<file path="src/rtl/mem_port_arbiter.sv">
// Purpose: shares one single-ported memory bus between the IF and DM stages; DM has priority, IF is protected from starvation.
// Latency: request to ack is 2 cycles when memory acks in the first grant cycle; an IDLE cycle always separates grants.
// Backpressure: requests are levels held until acked; stall_req_o holds the pipeline while a request is pending; a silent memory is aborted after TIMEOUT cycles.
module mem_port_arbiter #(
  parameter int AW         = 32,
  parameter int DW         = 32,
  parameter int STARVE_MAX = 4,
  parameter int TIMEOUT    = 16
) (
  input  logic            clk,
  input  logic            rst,
  // instruction fetch port
  input  logic            if_req_i,
  input  logic [AW-1:0]   if_addr_i,
  output logic [DW-1:0]   if_data_o,
  output logic            if_ack_o,
  output logic            if_err_o,
  // data access port
  input  logic            dm_req_i,
  input  logic            dm_we_i,
  input  logic [DW/8-1:0] dm_sel_i,
  input  logic [AW-1:0]   dm_addr_i,
  input  logic [DW-1:0]   dm_wdata_i,
  output logic [DW-1:0]   dm_rdata_o,
  output logic            dm_ack_o,
  output logic            dm_err_o,
  // shared memory bus
  output logic            bus_ce_o,
  output logic            bus_we_o,
  output logic [DW/8-1:0] bus_sel_o,
  output logic [AW-1:0]   bus_addr_o,
  output logic [DW-1:0]   bus_wdata_o,
  input  logic [DW-1:0]   bus_rdata_i,
  input  logic            bus_ack_i,
  // pipeline control
  output logic            stall_req_o
);

  // Counter widths: the starve counter must hold STARVE_MAX itself, the
  // timeout counter only needs to reach TIMEOUT-1.
  localparam int SW = (STARVE_MAX > 0) ? $clog2(STARVE_MAX + 1) : 1;
  localparam int TW = (TIMEOUT > 1) ? $clog2(TIMEOUT) : 1;

  localparam logic [SW-1:0] STARVE_LIM = SW'(STARVE_MAX);
  localparam logic [TW-1:0] TMO_LAST   = TW'(TIMEOUT - 1);

  typedef enum logic [1:0] {
    IDLE     = 2'd0,
    GRANT_IF = 2'd1,
    GRANT_DM = 2'd2
  } state_t;

  state_t        state, state_nxt;
  logic [SW-1:0] starve_cnt, starve_nxt;
  logic [TW-1:0] tmo_cnt, tmo_nxt;

  // Decoded events for the datapath registers.
  logic enter_if;
  logic enter_dm;
  logic finish;   // memory acked the current grant
  logic abort;    // grant ran out of time without a memory ack

  // State and counter registers; reset releases the bus immediately.
  always_ff @(posedge clk or posedge rst) begin
    if (rst) begin
      state      <= IDLE;
      starve_cnt <= '0;
      tmo_cnt    <= '0;
    end else begin
      state      <= state_nxt;
      starve_cnt <= starve_nxt;
      tmo_cnt    <= tmo_nxt;
    end
  end

  // Arbitration, grant completion and timeout decisions.
  always_comb begin
    state_nxt  = state;
    starve_nxt = starve_cnt;
    tmo_nxt    = tmo_cnt;
    enter_if   = 1'b0;
    enter_dm   = 1'b0;
    finish     = 1'b0;
    abort      = 1'b0;

    case (state)
      IDLE: begin
        // Timeout count always starts from zero at grant entry.
        tmo_nxt = '0;
        if (dm_req_i && (!if_req_i || (starve_cnt < STARVE_LIM))) begin
          state_nxt = GRANT_DM;
          enter_dm  = 1'b1;
          // Only DM grants that pass over a waiting IF count toward starvation.
          if (!if_req_i) begin
            starve_nxt = '0;
          end else if (starve_cnt != STARVE_LIM) begin
            starve_nxt = starve_cnt + 1'b1;
          end
        end else if (if_req_i) begin
          state_nxt  = GRANT_IF;
          enter_if   = 1'b1;
          starve_nxt = '0;
        end
      end

      GRANT_IF, GRANT_DM: begin
        // A memory ack in the limit cycle still counts as a clean completion.
        if (bus_ack_i) begin
          finish    = 1'b1;
          state_nxt = IDLE;
        end else if (tmo_cnt == TMO_LAST) begin
          abort     = 1'b1;
          state_nxt = IDLE;
        end else begin
          tmo_nxt = tmo_cnt + 1'b1;
        end
      end

      default: begin
        state_nxt = IDLE;
      end
    endcase
  end

  // Registered bus drive, acks, error flags and returned data.
  always_ff @(posedge clk or posedge rst) begin
    if (rst) begin
      bus_ce_o    <= 1'b0;
      bus_we_o    <= 1'b0;
      bus_sel_o   <= '0;
      bus_addr_o  <= '0;
      bus_wdata_o <= '0;
      if_ack_o    <= 1'b0;
      if_err_o    <= 1'b0;
      if_data_o   <= '0;
      dm_ack_o    <= 1'b0;
      dm_err_o    <= 1'b0;
      dm_rdata_o  <= '0;
    end else begin
      // Acks and errors are single-cycle pulses.
      if_ack_o <= 1'b0;
      if_err_o <= 1'b0;
      dm_ack_o <= 1'b0;
      dm_err_o <= 1'b0;

      if (enter_if) begin
        bus_ce_o    <= 1'b1;
        bus_we_o    <= 1'b0;
        bus_sel_o   <= '1;
        bus_addr_o  <= if_addr_i;
        bus_wdata_o <= '0;
      end else if (enter_dm) begin
        bus_ce_o    <= 1'b1;
        bus_we_o    <= dm_we_i;
        bus_sel_o   <= dm_sel_i;
        bus_addr_o  <= dm_addr_i;
        bus_wdata_o <= dm_wdata_i;
      end

      if (finish || abort) begin
        bus_ce_o <= 1'b0;
        if (state == GRANT_IF) begin
          if_ack_o  <= 1'b1;
          if_err_o  <= abort;
          if_data_o <= abort ? '0 : bus_rdata_i;
        end else begin
          dm_ack_o   <= 1'b1;
          dm_err_o   <= abort;
          // Writes return no data.
          dm_rdata_o <= (abort || bus_we_o) ? '0 : bus_rdata_i;
        end
      end
    end
  end

  // Stall while any request is pending and not being acked this cycle;
  // requests are not honoured during reset, so the stall is masked too.
  always_comb begin
    stall_req_o = !rst && ((if_req_i && !if_ack_o) || (dm_req_i && !dm_ack_o));
  end

endmodule

</file>
<file path="config.mk">
export PLATFORM = sky130hd
export DESIGN_NAME = mem_port_arbiter
export DESIGN_NICKNAME = d
export VERILOG_FILES = /design/src/rtl/mem_port_arbiter.sv
export SDC_FILE = /design/constraint.sdc
export NUM_CORES = 1
export LEC_CHECK = 0
export CAP_MARGIN = 15
export CORE_UTILIZATION = 25
export DETAILED_ROUTE_END_ITERATION = 6
export GPL_TIMING_DRIVEN = 0
export HOLD_SLACK_MARGIN = 0.15
export PLACE_DENSITY_LB_ADDON = 0.08
export SYNTH_ARGS = -nofsm -noshare
export SYNTH_HDL_FRONTEND = slang
export SYNTH_SLANG_ARGS = --single-unit
</file>
<file path="constraint.sdc">
create_clock -name clk -period 5.8 [get_ports clk]
set_input_delay 1.16 -clock clk [delete_from_list [all_inputs] [get_ports clk]]
set_output_delay 1.16 -clock clk [all_outputs]
set_load 0.02 [all_outputs]
</file>
==> impl_metrics.csv <==
group,metric,value,unit
logic_synthesis,synth_mux_area_share,0.504,%
logic_synthesis,yosys-top-cells-area,"dfrtp_1, a22o_1, o21ai_0",
logic_synthesis,synth_ff_type,"dfrtp_1",
setup_path,path_common_cell,"clkdlybuf4s50_1",
logic_synthesis,ys_ff_latch,147,
setup_path,path_cells,"clkdlybuf4s50_1, nand2b_1, a21oi_1, clkdlybuf4s50_1",
logic_synthesis,synth_top_cell_by_area,"dfrtp_1",
logic_synthesis,synth_most_common_cell,"dfrtp_1",
logic_synthesis,yosysSeqAreaShare,59.2,%
routing,wl_per_cell,17.3,µm
logic_synthesis,syn_area,6210,µm²
logic_synthesis,synth_edf_count,0,
routing,ant_nets,0,
clock_network,cts_tree,"yes",
routing,drt_iter0_markers,343,
logic_synthesis,synth_top_area_share,59.2,%
global_route,grt_max_degree,80,
global_route,gr-usage-met1,21.0,%
die,coreArea,24300,µm²
place,place_congestion,0.818,
clock_network,cts_root_buf,"clkbuf_16",
finish,nFillCells,2330,
logic_synthesis,synthAdderAreaFrac,1.01,%
setup_path,critical_path.max_fanout,6,
setup_path,worstSetupPathType,"input port to output pin",
die,initial_core_util,25.5,%
clock_network,cts.sinks,147,
setup_path,required,4.64,ns
power_and_ir_drop,powerDensity,548,nW/µm²
clock_network,post_cts_resized,0,
logic_synthesis,ys_types,36,
die,dieArea,25500,µm²
setup_path,critPathBufInv,2,
setup_path,cp-start-kind,"input port",
run_status,status,"finished clean",
logic_synthesis,syn_avg_cell_area,11.1,µm²
sta,fin_tns_setup,0,ns
logic_synthesis,synthArstFlopShare,100,%
sta,maxSlewHeadroom,57.0,%
global_route,gr-total-overflow,0,
routing,vias_per_cell,4.64,
power_and_ir_drop,vdd_drop_max,0.000203,V
die,row_count,57,
finish,stdcell_area,9970,µm²
sta,period_share,65.5,%
clock_network,cts_buffer_depth,2,
finish,nets,997,
routing,drtPass1Iterations,4,
clock_network,cts_inserted_buffers,17,
sta,drv_slew,0,
sta,whs,0.498,ns
finish,final_core_util,41.0,%
finish,insertedDiodeCount,0,
logic_synthesis,synth_top_family_by_area,"compound AO/OA/AOI/OAI gates",
place,port_buffers,275,
place,dpl_cell_area,9400,µm²
global_route,grt-busiest-layer,"met2",
die,io_pins,277,
clock_network,hold_buffers,0,
logic_synthesis,yosys_warnings,0,
global_route,antenna_found_initial,0,
setup_path,worstPathArrival,2.64,ns
global_route,grtUsageMet2,27.1,%
power_and_ir_drop,p_leak,4.22,nW
setup_path,critPathMaxStageDelay,0.64,ns
hold_path,hold_path.class,"flop to flop",
routing,vias,5531,
power_and_ir_drop,power.total,5.47,mW
place,place_ws,1.98,ns
global_route,grt_pass1_vias,5733,
sta,worst_pin_slew,0.645,ns
sta,fin_crit,3.80,ns
finish,syn2layout_area_growth,60.5,%
die,die_x,160,µm
global_route,grt_pass1_wl,33000,µm
sta,fin_ws,2.00,ns
clock_network,clk_latency,0.42,ns
clock_network,htree_levels,4,
sta,fmax,263,MHz
logic_synthesis,yosys.area_share.simple,9.77,%
logic_synthesis,yosys.area_share.xor_xnor,0,%
global_route,use_met3,5.27,%
global_route,grtUsageTotal,16.5,%
setup_path,crit_family,"buffers and inverters",
place,dp_cells,1159,
finish,drive_gt1_share,8.07,%
place,hpwl,15400,µm
flow_run,drv_cap,0,
logic_synthesis,syn_nets,702,
logic_synthesis,ys_top_cells_by_count,"dfrtp_1, o21ai_0, a22o_1",
clock_network,clkTransAtPathRegs,0.07,ns
sta,finalHoldViolations,0,
routing,drt-total-wl,20600,µm
finish,final_cells,1191,
die,die_h,160,µm
setup_path,crit_slowest_cell,"clkdlybuf4s50_1",
sta,rsz0062_at_grt,"false",
logic_synthesis,synth_compound_area_share,23.3,%
routing,drc,0,
setup_path,endpoint_kind,"output pin",
sta,skew,0.0152,ns
logic_synthesis,synthCells,559,
clock_network,cts_setup_buffers,0,
sta,setup_viol,0,
## logic make-up (layout without fill, tap and decap cells)
kind of cell	after synthesis	count (layout)
multiplexers	3	3
adder cells (fa/ha/maj)	5	5
buffers and inverters	91	399
flip-flops	147	147
AND/OR/NAND/NOR	104	104
AO/OA/AOI/OAI	209	209
## path summary, 6_finish.rpt
| path | depth (start not counted) | slack [ns] | startpoint | to |
|---|---|---|---|---|
| setup / recovery | 4 | 2.00 | dm_req_i | stall_req_o |
| hold / removal | 2 | 0.50 | bus_sel_o[2] | bus_sel_o[2] |
| setup reg to reg | 6 | 3.79 | state[0] | dm_rdata_o[8] |
| hold reg to reg | 2 | 0.50 | bus_sel_o[2] | bus_sel_o[2] |
| max in group asynchronous | 3 | 3.68 | rst | bus_addr_o[21] |
| min in group asynchronous | 2 | 1.28 | rst | bus_wdata_o[29] |
## routing by layer
| layer | wire, µm | share of wire [%] |
|---|---|---|
| met5 | 0 | 0 |
| met3 | 1350 | 6.6 |
| met2 | 9970 | 48 |
| met1 | 8950 | 43 |
| met4 | 312 | 1.5 |
## where the power goes
group / switching [mW] / leakage [nW] / internal, mW
Sequential: 0.255 / 1.83 / 1.48
Combinational: 1.44 / 2.12 / 1.23
Clock: 0.476 / 0.267 / 0.584
## cell type report
class                      count  area, µm²  share of cell area, %
clock inverter                13        114                   1.14
tap                          324        405                   4.07
clock buffer                  19        453                   4.54
buffer                        51        233                   2.33
multi-input combinational    321       2150                   21.6
sequential                   147       3680                   36.9
inverter                      40        155                   1.56
timing repair buffer         276       2780                   27.9
## cells in the final DEF (no fill, tap or decap), types with 2 or more instances in the layout
| master | Yosys | layout |
|---|---|---|
| a21oi_1 | 3 | 3 |
| a22o_1 | 65 | 65 |
| a31o_2 | 3 | 3 |
| a31oi_1 | 33 | 33 |
| a32o_1 | 2 | 2 |
| and3_1 | 3 | 3 |
| buf_2 | 16 | 16 |
| buf_6 | 2 | 2 |
| clkbuf_1 | 30 | 30 |
| clkbuf_16 | 0 | 17 |
| clkbuf_2 | 2 | 2 |
| clkbuf_8 | 0 | 2 |
| clkdlybuf4s50_1 | 0 | 275 |
| clkinv_4 | 0 | 2 |
| clkinvlp_4 | 0 | 4 |
| dfrtp_1 | 147 | 147 |
| ha_1 | 5 | 5 |
| inv_1 | 40 | 39 |
| inv_6 | 0 | 6 |
| inv_8 | 0 | 2 |
| mux2i_1 | 2 | 2 |
| nand2_1 | 12 | 12 |
| nand2b_1 | 3 | 3 |
| nand3_1 | 8 | 8 |
| nor2_1 | 39 | 39 |
| o21ai_0 | 66 | 66 |
| o31ai_1 | 32 | 32 |
| or3b_1 | 26 | 26 |
| or3b_2 | 6 | 6 |
## flip-flops by register name, summed over array words and instances, names as in the netlist, 2 cells and up
register / flops
bus_addr_o: 32
dm_rdata_o: 32
bus_sel_o: 4
tmo_cnt: 4
starve_cnt: 3
state: 2
if_data_o: 32
bus_wdata_o: 32
## tightest hold or removal path: cells and delay by family, from the launching register on
family / cells / cell delay, ns
flops: 1 / 0.35
simple gates: 2 / 0.12
Power figures use the tool's default switching activity.
